===== config.mk =====
export PLATFORM = sky130hd
export DESIGN_NAME = i2c_bus_frontend
export DESIGN_NICKNAME = d
export VERILOG_FILES = /design/src/rtl/i2c_pkg.sv /design/src/rtl/i2c_line_filter.sv /design/src/rtl/i2c_bus_frontend.sv
export SDC_FILE = /design/constraint.sdc
export NUM_CORES = 1
export LEC_CHECK = 0
export CAP_MARGIN = 20
export CORE_MARGIN = 2
export CORE_UTILIZATION = 30
export CTS_CLUSTER_DIAMETER = 50
export CTS_CLUSTER_SIZE = 12
export DETAILED_ROUTE_END_ITERATION = 10
export PLACE_DENSITY = 0.49
export SLEW_MARGIN = 20
export SYNTH_ARGS = -nofsm -noshare
export SYNTH_HDL_FRONTEND = slang
export SYNTH_SLANG_ARGS = --single-unit

===== constraint.sdc =====
create_clock -name clk -period 1.75 [get_ports clk]
set_input_delay 0.525 -clock clk [delete_from_list [all_inputs] [get_ports clk]]
set_output_delay 0.525 -clock clk [all_outputs]
set_load 0.02 [all_outputs]

===== src/rtl/i2c_pkg.sv =====
// Shared I2C constants used by the bus front end and the slave protocol FSM.
//   I2C_SYNC_STAGES    : metastability flops per pad line
//   I2C_FILT_LEN       : agreeing samples needed before a filtered level changes
//   I2C_TIMEOUT_CYCLES : clk cycles of SCL low while busy before a bus timeout
package i2c_pkg;

  localparam int I2C_SYNC_STAGES    = 2;
  localparam int I2C_FILT_LEN       = 2;
  localparam int I2C_TIMEOUT_CYCLES = 250000;

endpackage : i2c_pkg


===== src/rtl/i2c_line_filter.sv =====
// Single-line pad conditioner: synchronizer chain followed by a spike filter.
// Ports:
//   clk   : system clock
//   reset : synchronous active-high reset (line idles high)
//   din   : raw asynchronous pad level
//   dout  : synchronized, filtered level
// The filtered level only changes after FILT_LEN consecutive synchronized
// samples disagree with it, so shorter pulses are swallowed.
module i2c_line_filter
  import i2c_pkg::*;
#(
  parameter int SYNC_STAGES = I2C_SYNC_STAGES,
  parameter int FILT_LEN    = I2C_FILT_LEN
) (
  input  logic clk,
  input  logic reset,
  input  logic din,
  output logic dout
);

  localparam int CNT_W = $clog2(FILT_LEN + 1);
  localparam logic [CNT_W-1:0] FILT_MAX = CNT_W'(FILT_LEN);

  logic [SYNC_STAGES-1:0] sync_reg;
  logic                   filt_reg;
  logic                   filt_next;
  logic [CNT_W-1:0]       cnt_reg;
  logic [CNT_W-1:0]       cnt_next;
  logic                   sample;

  genvar gi;
  generate
    for (gi = 0; gi < SYNC_STAGES; gi++) begin : g_sync
      if (gi == 0) begin : g_first
        always_ff @(posedge clk) begin
          if (reset) sync_reg[gi] <= 1'b1;
          else       sync_reg[gi] <= din;
        end
      end else begin : g_rest
        always_ff @(posedge clk) begin
          if (reset) sync_reg[gi] <= 1'b1;
          else       sync_reg[gi] <= sync_reg[gi-1];
        end
      end
    end
  endgenerate

  assign sample = sync_reg[SYNC_STAGES-1];

  // Counter tracks how many consecutive samples have disagreed with the
  // current filtered level; any agreeing sample restarts the count.
  always_comb begin
    filt_next = filt_reg;
    cnt_next  = '0;
    if (sample != filt_reg) begin
      if (cnt_reg + 1'b1 == FILT_MAX) begin
        filt_next = sample;
        cnt_next  = '0;
      end else begin
        cnt_next = cnt_reg + 1'b1;
      end
    end
  end

  always_ff @(posedge clk) begin
    if (reset) begin
      filt_reg <= 1'b1;
      cnt_reg  <= '0;
    end else begin
      filt_reg <= filt_next;
      cnt_reg  <= cnt_next;
    end
  end

  assign dout = filt_reg;

endmodule : i2c_line_filter


===== src/rtl/i2c_bus_frontend.sv =====
// I2C bus front end: conditions raw SCL/SDA and decodes bus events for the
// slave protocol FSM.
// Ports:
//   clk, reset       : system clock, synchronous active-high reset
//   scl_in, sda_in   : raw pad levels
//   scl_f, sda_f     : filtered line levels
//   scl_rise/fall    : one-cycle filtered SCL edge strobes
//   start_det        : one-cycle START / repeated START strobe
//   stop_det         : one-cycle STOP strobe
//   bus_busy         : high from START until STOP or timeout
//   bus_timeout      : one-cycle strobe, SCL stuck low too long while busy
module i2c_bus_frontend
  import i2c_pkg::*;
#(
  parameter int SYNC_STAGES    = I2C_SYNC_STAGES,
  parameter int FILT_LEN       = I2C_FILT_LEN,
  parameter int TIMEOUT_CYCLES = I2C_TIMEOUT_CYCLES
) (
  input  logic clk,
  input  logic reset,
  input  logic scl_in,
  input  logic sda_in,
  output logic scl_f,
  output logic sda_f,
  output logic scl_rise,
  output logic scl_fall,
  output logic start_det,
  output logic stop_det,
  output logic bus_busy,
  output logic bus_timeout
);

  localparam int TO_W = $clog2(TIMEOUT_CYCLES + 1);
  localparam logic [TO_W-1:0] TO_MAX = TO_W'(TIMEOUT_CYCLES);

  logic            scl_p_reg;
  logic            sda_p_reg;
  logic            busy_reg;
  logic            busy_next;
  logic [TO_W-1:0] to_cnt_reg;
  logic [TO_W-1:0] to_cnt_next;

  i2c_line_filter #(
    .SYNC_STAGES (SYNC_STAGES),
    .FILT_LEN    (FILT_LEN)
  ) u_scl_filter (
    .clk   (clk),
    .reset (reset),
    .din   (scl_in),
    .dout  (scl_f)
  );

  i2c_line_filter #(
    .SYNC_STAGES (SYNC_STAGES),
    .FILT_LEN    (FILT_LEN)
  ) u_sda_filter (
    .clk   (clk),
    .reset (reset),
    .din   (sda_in),
    .dout  (sda_f)
  );

  // Strobes decode registered state only. START/STOP require SCL high in
  // both this and the previous cycle, so an SDA change coincident with an
  // SCL edge is never reported as a bus condition.
  assign scl_rise    =  scl_f & ~scl_p_reg;
  assign scl_fall    = ~scl_f &  scl_p_reg;
  assign start_det   =  sda_p_reg & ~sda_f & scl_f & scl_p_reg;
  assign stop_det    = ~sda_p_reg &  sda_f & scl_f & scl_p_reg;
  assign bus_timeout = (to_cnt_reg == TO_MAX);
  assign bus_busy    = busy_reg;

  always_comb begin
    busy_next = busy_reg;
    if (start_det)                    busy_next = 1'b1;
    else if (stop_det || bus_timeout) busy_next = 1'b0;
  end

  // Counting stops once busy drops, so a stuck bus yields a single timeout
  // pulse until a fresh START re-arms it.
  always_comb begin
    to_cnt_next = '0;
    if (busy_reg && !scl_f && !bus_timeout) to_cnt_next = to_cnt_reg + 1'b1;
  end

  always_ff @(posedge clk) begin
    if (reset) begin
      scl_p_reg  <= 1'b1;
      sda_p_reg  <= 1'b1;
      busy_reg   <= 1'b0;
      to_cnt_reg <= '0;
    end else begin
      scl_p_reg  <= scl_f;
      sda_p_reg  <= sda_f;
      busy_reg   <= busy_next;
      to_cnt_reg <= to_cnt_next;
    end
  end

endmodule : i2c_bus_frontend

After elaboration in Yosys (flattened, before gate mapping)
Cells that the tools add are included.
- bits in registers: 31
- bits in latches: 0
- bits in writable memories: 0
- bits in read-only memories: 0
- input bits: 4
- output and inout bits: 8
- word-level logic and storage cells: 48
- memories kept: 0
- add/subtract/negate cells: 3
- $mul: 0
- divide/modulo/power cells: 0
- $lt $le $gt $ge: 0
- equal/unequal tests: 5
- shifts and indexed selects: 0
- multiplexer cells: 2
- bitwise operators: 15
- reduce and logical (&&, ||, !) cells: 11
- operators by type and width (operator ; count):
    18-bit by 1-bit adder with 18-bit output (second input constant) ; 1
    18-bit equality test (second input constant) ; 1
    1-bit bitwise AND ; 8
    1-bit inverter ; 7
    3-bit OR reduction ; 2
    2-bit by 1-bit adder with 2-bit output (second input constant) ; 2
    2-bit equality test (second input constant) ; 2
    2-bit AND reduction ; 2
    1-bit logical AND ; 2
    1-bit zero test ; 2
    1-bit two-way mux ; 2
    1-bit != test ; 2
    2-bit nonzero test ; 1
    2-bit OR reduction ; 1
    1-bit logical OR ; 1

Longest topological paths before layout
Gate-level depths: netlist of run 1.
- word-level depth: 7
- gate-level depth with buffers: 6
- mapped depth without buffers: 5

Cells and area by module
Synthesis of run 1 repeated with hierarchy kept, for this count alone.
- cells, all modules: 142
- area, all modules: 1323.8 um^2
- by module, submodules not included (module ; times used ; cells an instance ; area each (um^2) ; sequential area each (um^2)):
    i2c_bus_frontend ; 1 ; 114 ; 991.0 ; 420.4
    i2c_line_filter ; 2 ; 14 ; 166.4 ; 100.1

Worst setup path before layout of run 1
No wires, ideal clock.
- kind: flip-flop to output port
- from: register u_scl_filter.filt_reg (netlist: u_scl_filter.dout)
- to: output port start_det
- arrival: 1204 ps
- data required time: 1225 ps
- setup slack: 21 ps
- stages on the path, launching flop included: 3
- cell sequence: dfxtp_1 -> nand2_1 -> nor3b_1
- word-level cells in the longest chain between the ends: 2
- RTL lines (element ; line ; source):
    from (decl) ; i2c_line_filter.sv:25 ; logic filt_reg;
    from (signal assigned) ; i2c_line_filter.sv:70 ; filt_reg <= filt_next;
    1-bit bitwise AND (2 in a row) ; i2c_bus_frontend.sv:68 ; assign start_det = sda_p_reg & ~sda_f & scl_f & scl_p_reg;
    to (decl) ; i2c_bus_frontend.sv:27 ; output logic start_det,
Every way passes these cells.

Final worst setup path of run 1
- from: register to_cnt_reg[9]
- to: output port bus_timeout
- word-level cells in the longest chain between the ends: 1
- RTL lines (element ; line ; source):
    from (decl) ; i2c_bus_frontend.sv:40 ; logic [TO_W-1:0] to_cnt_reg;
    from (signal assigned) ; i2c_bus_frontend.sv:96 ; to_cnt_reg <= to_cnt_next;
    18-bit equality test ; i2c_bus_frontend.sv:70 ; assign bus_timeout = (to_cnt_reg == TO_MAX);
    to (decl) ; i2c_bus_frontend.sv:30 ; output logic bus_timeout
Every way passes these cells.

==> reports/summary.txt, run 1 <==
CRITICAL PATH
----------------------------------------------------------------------------------
Slack of the worst reg-to-reg path ..................................      0.05 ns
End point of the critical path ......................................  bus_timeout
Chain of cells forming the critical path ............................ nor4b_4 > nand4_1 > nor2_1 > buf_4
Start of the worst register-to-register path ........................ to_cnt_reg[2]
CP startpoint ....................................................... to_cnt_reg[9]
Worst R2R End ....................................................... to_cnt_reg[15]
Highest net fanout along the worst path .............................            2
Type of element launching the critical path .........................         flop
Slowest cell on the critical path ...................................      dfxtp_2
Critical Path RT ....................................................      1.22 ns
Type of the worst setup path ........................................ flop to output port
Worst r2r path cells ................................................            5
Endpoint class of the critical path .................................  output port
Worst Path Arrival ..................................................      1.35 ns
CP peak stage delay .................................................      0.33 ns

TIMING
----------------------------------------------------------------------------------
Slew headroom .......................................................        0.785
Accumulated negative setup slack ....................................    -0.125 ns
Top achievable clock speed ..........................................      533 MHz
Post-layout worst setup margin ......................................    -0.125 ns
Time the worst path needs with I/O delays and setup .................      1.88 ns
Slew at the pin closest to its max-slew limit .......................     0.320 ns
Final-layout worst hold slack .......................................     0.410 ns
Setup-failing EPs final .............................................            1
Unrepaired setup endpoints after global routing .....................         true
Final period utilization ............................................         1.07
Worst clock skew on the final layout ................................   0.00668 ns
Final Hold Violating Endpoints ......................................            0
Slew Limit Fails ....................................................            0

CELLS AND AREA
----------------------------------------------------------------------------------
Sequential Area .....................................................      626 µm²
Share of final-layout standard cells stronger than drive strength 1 .        0.326
Commonest non-fill, non-tap cells in the layout ..................... buf_4 (28), dfxtp_1 (27), nor2_1 (23)
Core Util, Final ....................................................        0.450
Commonest non-fill, non-tap cell in the layout ......................        buf_4
Post-route cell area ................................................  0.00184 mm²
Number of antenna cells inserted ....................................            0
Net count reported at finish ........................................          194
Flip-flop count of the largest register after layout ................           18
Fillcell total ......................................................          415
Layout overhead on the synthesized area .............................        41.1%
Multi-input logic area ..............................................      679 µm²

POWER
----------------------------------------------------------------------------------
Sw power ............................................................   0.000319 W
Internal power contribution .........................................    0.00119 W
Peak VDD IR .........................................................     0.429 mV
Flop pwr share ......................................................        0.482
Leak Pwr ............................................................     0.688 nW
Clock network fraction of total power ...............................        0.457
Total Power .........................................................    0.00151 W
Switching power share of the total ..................................        0.211
Combinational share of power ........................................        0.061
Power per cell area .................................................   822 mW/mm²

LOGIC SYNTHESIS
----------------------------------------------------------------------------------
Number of enable flip-flop cells after synthesis ....................            0
Avg Cell Area, Syn ..................................................     9.25 µm²
Synth Instances .....................................................          141
Most used flip-flop cell after synthesis ............................      dfxtp_1
Unique cell type count in the Yosys netlist .........................           32
Async set-reset flop share out of synthesis .........................            0
Synth Cell Area .....................................................  0.00130 mm²
Top cell type by total area after synthesis .........................      dfxtp_1
Part of the Yosys area used for sequential elements .................        0.476
Largest cells by area after synthesis ............................... dfxtp_1 (48%), xnor2_1 (8.1%), nor2_1 (6.6%)
Fraction of post-synthesis cell area in the top cell type by area ...        0.476
Count of synthesis-stage warnings from yosys ........................            0
Post-synth net total ................................................          149
Flip-flop and latch count after synthesis ...........................           31

GLOBAL ROUTING
----------------------------------------------------------------------------------
Via count of the first global-routing pass ..........................         1077
Maximum number of pins on one net before global-route repair ........           19
Total congestion overflow ...........................................            0
Antenna violations before repair ....................................            0
GRT Overall Usage ...................................................        0.123
Wire length of the first global-routing pass ........................      4.70 mm

ROUTE
----------------------------------------------------------------------------------
Via Count ...........................................................         1075
Routed Antenna Nets .................................................            0
Number of vias per cell after detailed routing ......................         4.54
Detailed-route DRC error count ......................................            0
Routed WL ...........................................................      2.59 mm
Drt first pass iters ................................................            4
Wire length per cell after detailed routing .........................      10.9 µm
Iteration-0 DRC count of the detailed router ........................           24

DIE
----------------------------------------------------------------------------------
Starting Density ....................................................        0.319
Placeable core region ...............................................  0.00409 mm²
I/O pin count .......................................................           12
Row count ...........................................................           23
Die area ............................................................  0.00489 mm²
Die boundary width ..................................................      69.9 µm
Overall die height ..................................................      69.9 µm

STATUS
----------------------------------------------------------------------------------
Violated checks ..................................................... negative setup slack
Outcome ............................................................. finished, violations left

WORST HOLD PATH
----------------------------------------------------------------------------------
Origin of the worst min-delay path .................................. u_scl_filter.sync_reg[0]
Hold crit path type ................................................. flop to flop
Instance count along the most critical hold path ....................            1

FLOW RUN
----------------------------------------------------------------------------------
Maxcap violations ...................................................            0

CLOCKING
----------------------------------------------------------------------------------
Num Clock Sinks .....................................................           31
Clock tree from TritonCTS ...........................................          yes
Longest Clk Path Bufs ...............................................            2
Later-pin clock latency in the skew report ..........................      0.29 ns
Clock-pin slew on the worst setup and hold paths ....................      0.07 ns
CTS HTree Levels ....................................................            2
Total CTS buffers ...................................................            5
CTS root buffer .....................................................     clkbuf_8

PLACE
----------------------------------------------------------------------------------
Number of buffers added on ports ....................................           11
Cell area reported after detailed placement .........................  0.00169 mm²
Gp weighted congestion ..............................................        0.769
DP Wirelength .......................................................      2.02 mm

-- final cells by class --
type | count | share of cell area
clock buffers | 5 | 0.0374
clock inverters | 3 | 0.0238
inverters | 10 | 0.0204
multi-input cells | 98 | 0.369
flip-flops and latches | 31 | 0.340
well taps | 50 | 0.0340
repair buffers | 40 | 0.175
-- worst min path at each step --
stage	endpoint
after detailed placement	u_scl_filter.sample
final	u_scl_filter.sample
after global placement	u_sda_filter.sample
after CTS	u_scl_filter.sample
after floorplan	u_scl_filter.sample
after global routing	u_scl_filter.sample
-- Yosys cell counts (2+ instances only) --
| library cell | count |
|---|---|
| or2_2 | 5 |
| xor2_1 | 2 |
| a211o_1 | 2 |
| nand4_1 | 5 |
| nor2b_1 | 4 |
| o21ai_0 | 3 |
| ha_1 | 4 |
| nor2_1 | 23 |
| nor3_1 | 3 |
| nor4b_1 | 2 |
| dfxtp_1 | 31 |
| xnor2_1 | 12 |
| inv_1 | 10 |
| a21oi_1 | 4 |
| nor4_1 | 3 |
| nand2_1 | 7 |
| or3_1 | 5 |
| nand3_1 | 2 |
-- critical path: cells and delay by family, from the launching register on --
| family | cells | cell delay (ns) |
|---|---|---|
| AND/OR/NAND/NOR | 3 | 0.58 |
| buffers and inverters | 1 | 0.16 |
| flip-flops | 1 | 0.33 |
-- per-stage QoR --
step,setup WS (ns),std cells
after floorplan,0.0213,141
after global placement,-0.417,228
after detailed placement,-0.466,228
after CTS,-0.192,236
after global routing,-0.233,237
final,-0.125,237
-- per-layer routing --
layer	track usage	vias to the layer above	routed length, µm
met3	0.0390	8	78
li1	-	567	-
met2	0.190	8	1220
met1	0.150	492	1220
met5	0	-	0
met4	0.0705	0	70
-- logic make-up after synthesis --
logic type                 count (synthesis)  share of synthesized area
adders and majority gates                  4                     0.0384
xor gates and xnor gates                  14                     0.0941
buffers and inverters                     12                     0.0355
AOI/OAI and AO/OA                         13                     0.0720
DFF                                       31                      0.476
and+or+nand+nor                           67                      0.284
-- power by group through the flow --
stage	Combinational [W]	Sequential, W	Clock [W]
floorplan	0.0000414	0.000753	0
global placement	0.0000979	0.000744	0
detailed placement	0.000101	0.000745	0
CTS	0.0000940	0.000729	0.000716
global route	0.000103	0.000730	0.000743
finish	0.0000921	0.000729	0.000690
-- timing repair --
action	4_1_cts	5_1_grt
resized for setup	21	12
setup buffers	0	2
hold buffers	0	0
endpoints found under the setup margin	8	8
gates cloned	0	0
pin swaps	3	7
Note: power is estimated with default switching activity, not from simulation.
==> run 2, diff against run 1 <==
--- a/config.mk
+++ b/config.mk
@@ -6,12 +6,15 @@
 export NUM_CORES = 1
 export LEC_CHECK = 0
 export CAP_MARGIN = 20
+export CELL_PAD_IN_SITES_DETAIL_PLACEMENT = 1
+export CELL_PAD_IN_SITES_GLOBAL_PLACEMENT = 1
 export CORE_MARGIN = 2
-export CORE_UTILIZATION = 30
+export CORE_UTILIZATION = 40
 export CTS_CLUSTER_DIAMETER = 50
 export CTS_CLUSTER_SIZE = 12
 export DETAILED_ROUTE_END_ITERATION = 10
-export PLACE_DENSITY = 0.49
+export GPL_ROUTABILITY_DRIVEN = 0
+export PLACE_DENSITY = 0.75
 export SLEW_MARGIN = 20
 export SYNTH_ARGS = -nofsm -noshare
 export SYNTH_HDL_FRONTEND = slang
==> reports/summary.txt, run 2 (synthesis gave the netlist of run 1 again) <==
TIMING
----------------------------------------------------------------------------------
Time the worst path needs with I/O delays and setup .................      1.96 ns
Worst clock skew on the final layout ................................   0.00407 ns
Final-layout worst hold slack .......................................     0.416 ns
Slew headroom .......................................................        0.786
Setup-failing EPs final .............................................            1
Slew at the pin closest to its max-slew limit .......................     0.319 ns
Unrepaired setup endpoints after global routing .....................         true
Final period utilization ............................................         1.12
Post-layout worst setup margin ......................................    -0.207 ns
Slew Limit Fails ....................................................            0
Final Hold Violating Endpoints ......................................            0
Accumulated negative setup slack ....................................    -0.207 ns
Top achievable clock speed ..........................................      511 MHz

CRITICAL PATH
----------------------------------------------------------------------------------
Highest net fanout along the worst path .............................            2
Endpoint class of the critical path .................................  output port
Worst Path Arrival ..................................................      1.43 ns
Critical Path RT ....................................................      1.22 ns
Type of element launching the critical path .........................         flop
Type of the worst setup path ........................................ flop to output port

ROUTE
----------------------------------------------------------------------------------
Drt first pass iters ................................................            4
Wire length per cell after detailed routing .........................      14.6 µm
Routed Antenna Nets .................................................            0
Number of vias per cell after detailed routing ......................         4.92
Via Count ...........................................................         1147
Iteration-0 DRC count of the detailed router ........................           37
Detailed-route DRC error count ......................................            0
Routed WL ...........................................................      3.41 mm

CLOCKING
----------------------------------------------------------------------------------
CTS HTree Levels ....................................................            2
Later-pin clock latency in the skew report ..........................      0.33 ns
Longest Clk Path Bufs ...............................................            2
Num Clock Sinks .....................................................           31
Clock-pin slew on the worst setup and hold paths ....................      0.10 ns
Hold buffers post-CTS ...............................................            0
Clock tree from TritonCTS ...........................................          yes
CTS root buffer .....................................................     clkbuf_4
Total CTS buffers ...................................................            5

CELLS AND AREA
----------------------------------------------------------------------------------
Net count reported at finish ........................................          196
Layout overhead on the synthesized area .............................        41.4%
Share of final-layout standard cells stronger than drive strength 1 .        0.370
Number of antenna cells inserted ....................................            0
Flip-flop count of the largest register after layout ................           18
Fillcell total ......................................................          374
Commonest non-fill, non-tap cells in the layout ..................... buf_4 (31), dfxtp_1 (24), nor2_1 (23)
Commonest non-fill, non-tap cell in the layout ......................        buf_4
Fin cells ...........................................................          233

STATUS
----------------------------------------------------------------------------------
Violated checks ..................................................... negative setup slack
Outcome ............................................................. finished, violations left

DIE
----------------------------------------------------------------------------------
Placeable core region ...............................................  0.00308 mm²
Row count ...........................................................           20
Die boundary width ..................................................      61.1 µm
Starting Density ....................................................        0.424
Die area ............................................................  0.00373 mm²
I/O pin count .......................................................           12
Overall die height ..................................................      61.1 µm

GLOBAL ROUTING
----------------------------------------------------------------------------------
Maximum number of pins on one net before global-route repair ........           19
Wire length of the first global-routing pass ........................      5.13 mm
Via count of the first global-routing pass ..........................         1170
Total congestion overflow ...........................................            0
Antenna violations before repair ....................................            0
GRT Overall Usage ...................................................        0.193

PLACE
----------------------------------------------------------------------------------
Cell count after placement ..........................................          223
DP Wirelength .......................................................      2.44 mm
Number of buffers added on ports ....................................           11

POWER
----------------------------------------------------------------------------------
Power per cell area .................................................   765 mW/mm²
Total Power .........................................................    0.00141 W
Peak VDD IR .........................................................     0.411 mV
Leak Pwr ............................................................     0.691 nW

FLOW RUN
----------------------------------------------------------------------------------
Maxcap violations ...................................................            0

WORST HOLD PATH
----------------------------------------------------------------------------------
Hold crit path type ................................................. flop to flop

==> run 2: cell type report <==
| type | count | area, µm² | area share |
|---|---|---|---|
| inverter | 10 | 37.5 | 0.0204 |
| sequential | 31 | 629 | 0.341 |
| multi-input combinational | 98 | 697 | 0.378 |
| timing repair buffer | 42 | 338 | 0.183 |
| clock inverter | 2 | 35.0 | 0.0190 |
| tap | 44 | 55.1 | 0.0299 |
| clock buffer | 6 | 51.3 | 0.0278 |
==> run 2: timing repair <==
action                                  CTS  global route
endpoints found under the setup margin    8            11
gates resized for setup                  28            20
gates cloned                              0             0
pin swaps                                 3             9
buffers inserted                          0             2
==> run 2: path summary, 6_finish.rpt <==
check,slack (ns),end,cells after the start,from
setup / recovery,-0.21,bus_timeout,4,to_cnt_reg[2]
hold / removal,0.42,u_scl_filter.sample,1,u_scl_filter.sync_reg[0]
setup reg to reg,0.01,to_cnt_reg[15],5,to_cnt_reg[2]
hold reg to reg,0.42,u_scl_filter.sample,1,u_scl_filter.sync_reg[0]
==> run 2: per-stage QoR <==
stage	cell area (µm²)	util	setup WS (ns)
after floorplan	1300	-	0.0213
after global placement	1690	0.549	-0.375
after detailed placement	1690	0.549	-0.429
after CTS	1780	0.577	-0.219
after global routing	1840	0.599	-0.300
final	1840	0.599	-0.207
==> run 2: power breakdown <==
group | internal, W | switching [W]
Combinational | 0.0000513 | 0.0000456
Clock | 0.000337 | 0.000246
Sequential | 0.000720 | 0.00000927
==> run 2: per-layer routing <==
layer / up-vias / global-route usage / part of all wire
li1: 572 / - / -
met1: 558 / 0.225 / 0.42
met2: 10 / 0.333 / 0.54
met3: 7 / 0.0693 / 0.027
met4: 0 / 0.0559 / 0.014
met5: - / 0 / 0
==> run 2: worst max-delay path, stage by stage (launching register included) <==
cell	delay (ns)
dfxtp_2	0.36
nor4b_4	0.30
nand4_1	0.16
nor2_1	0.13
buf_4	0.15
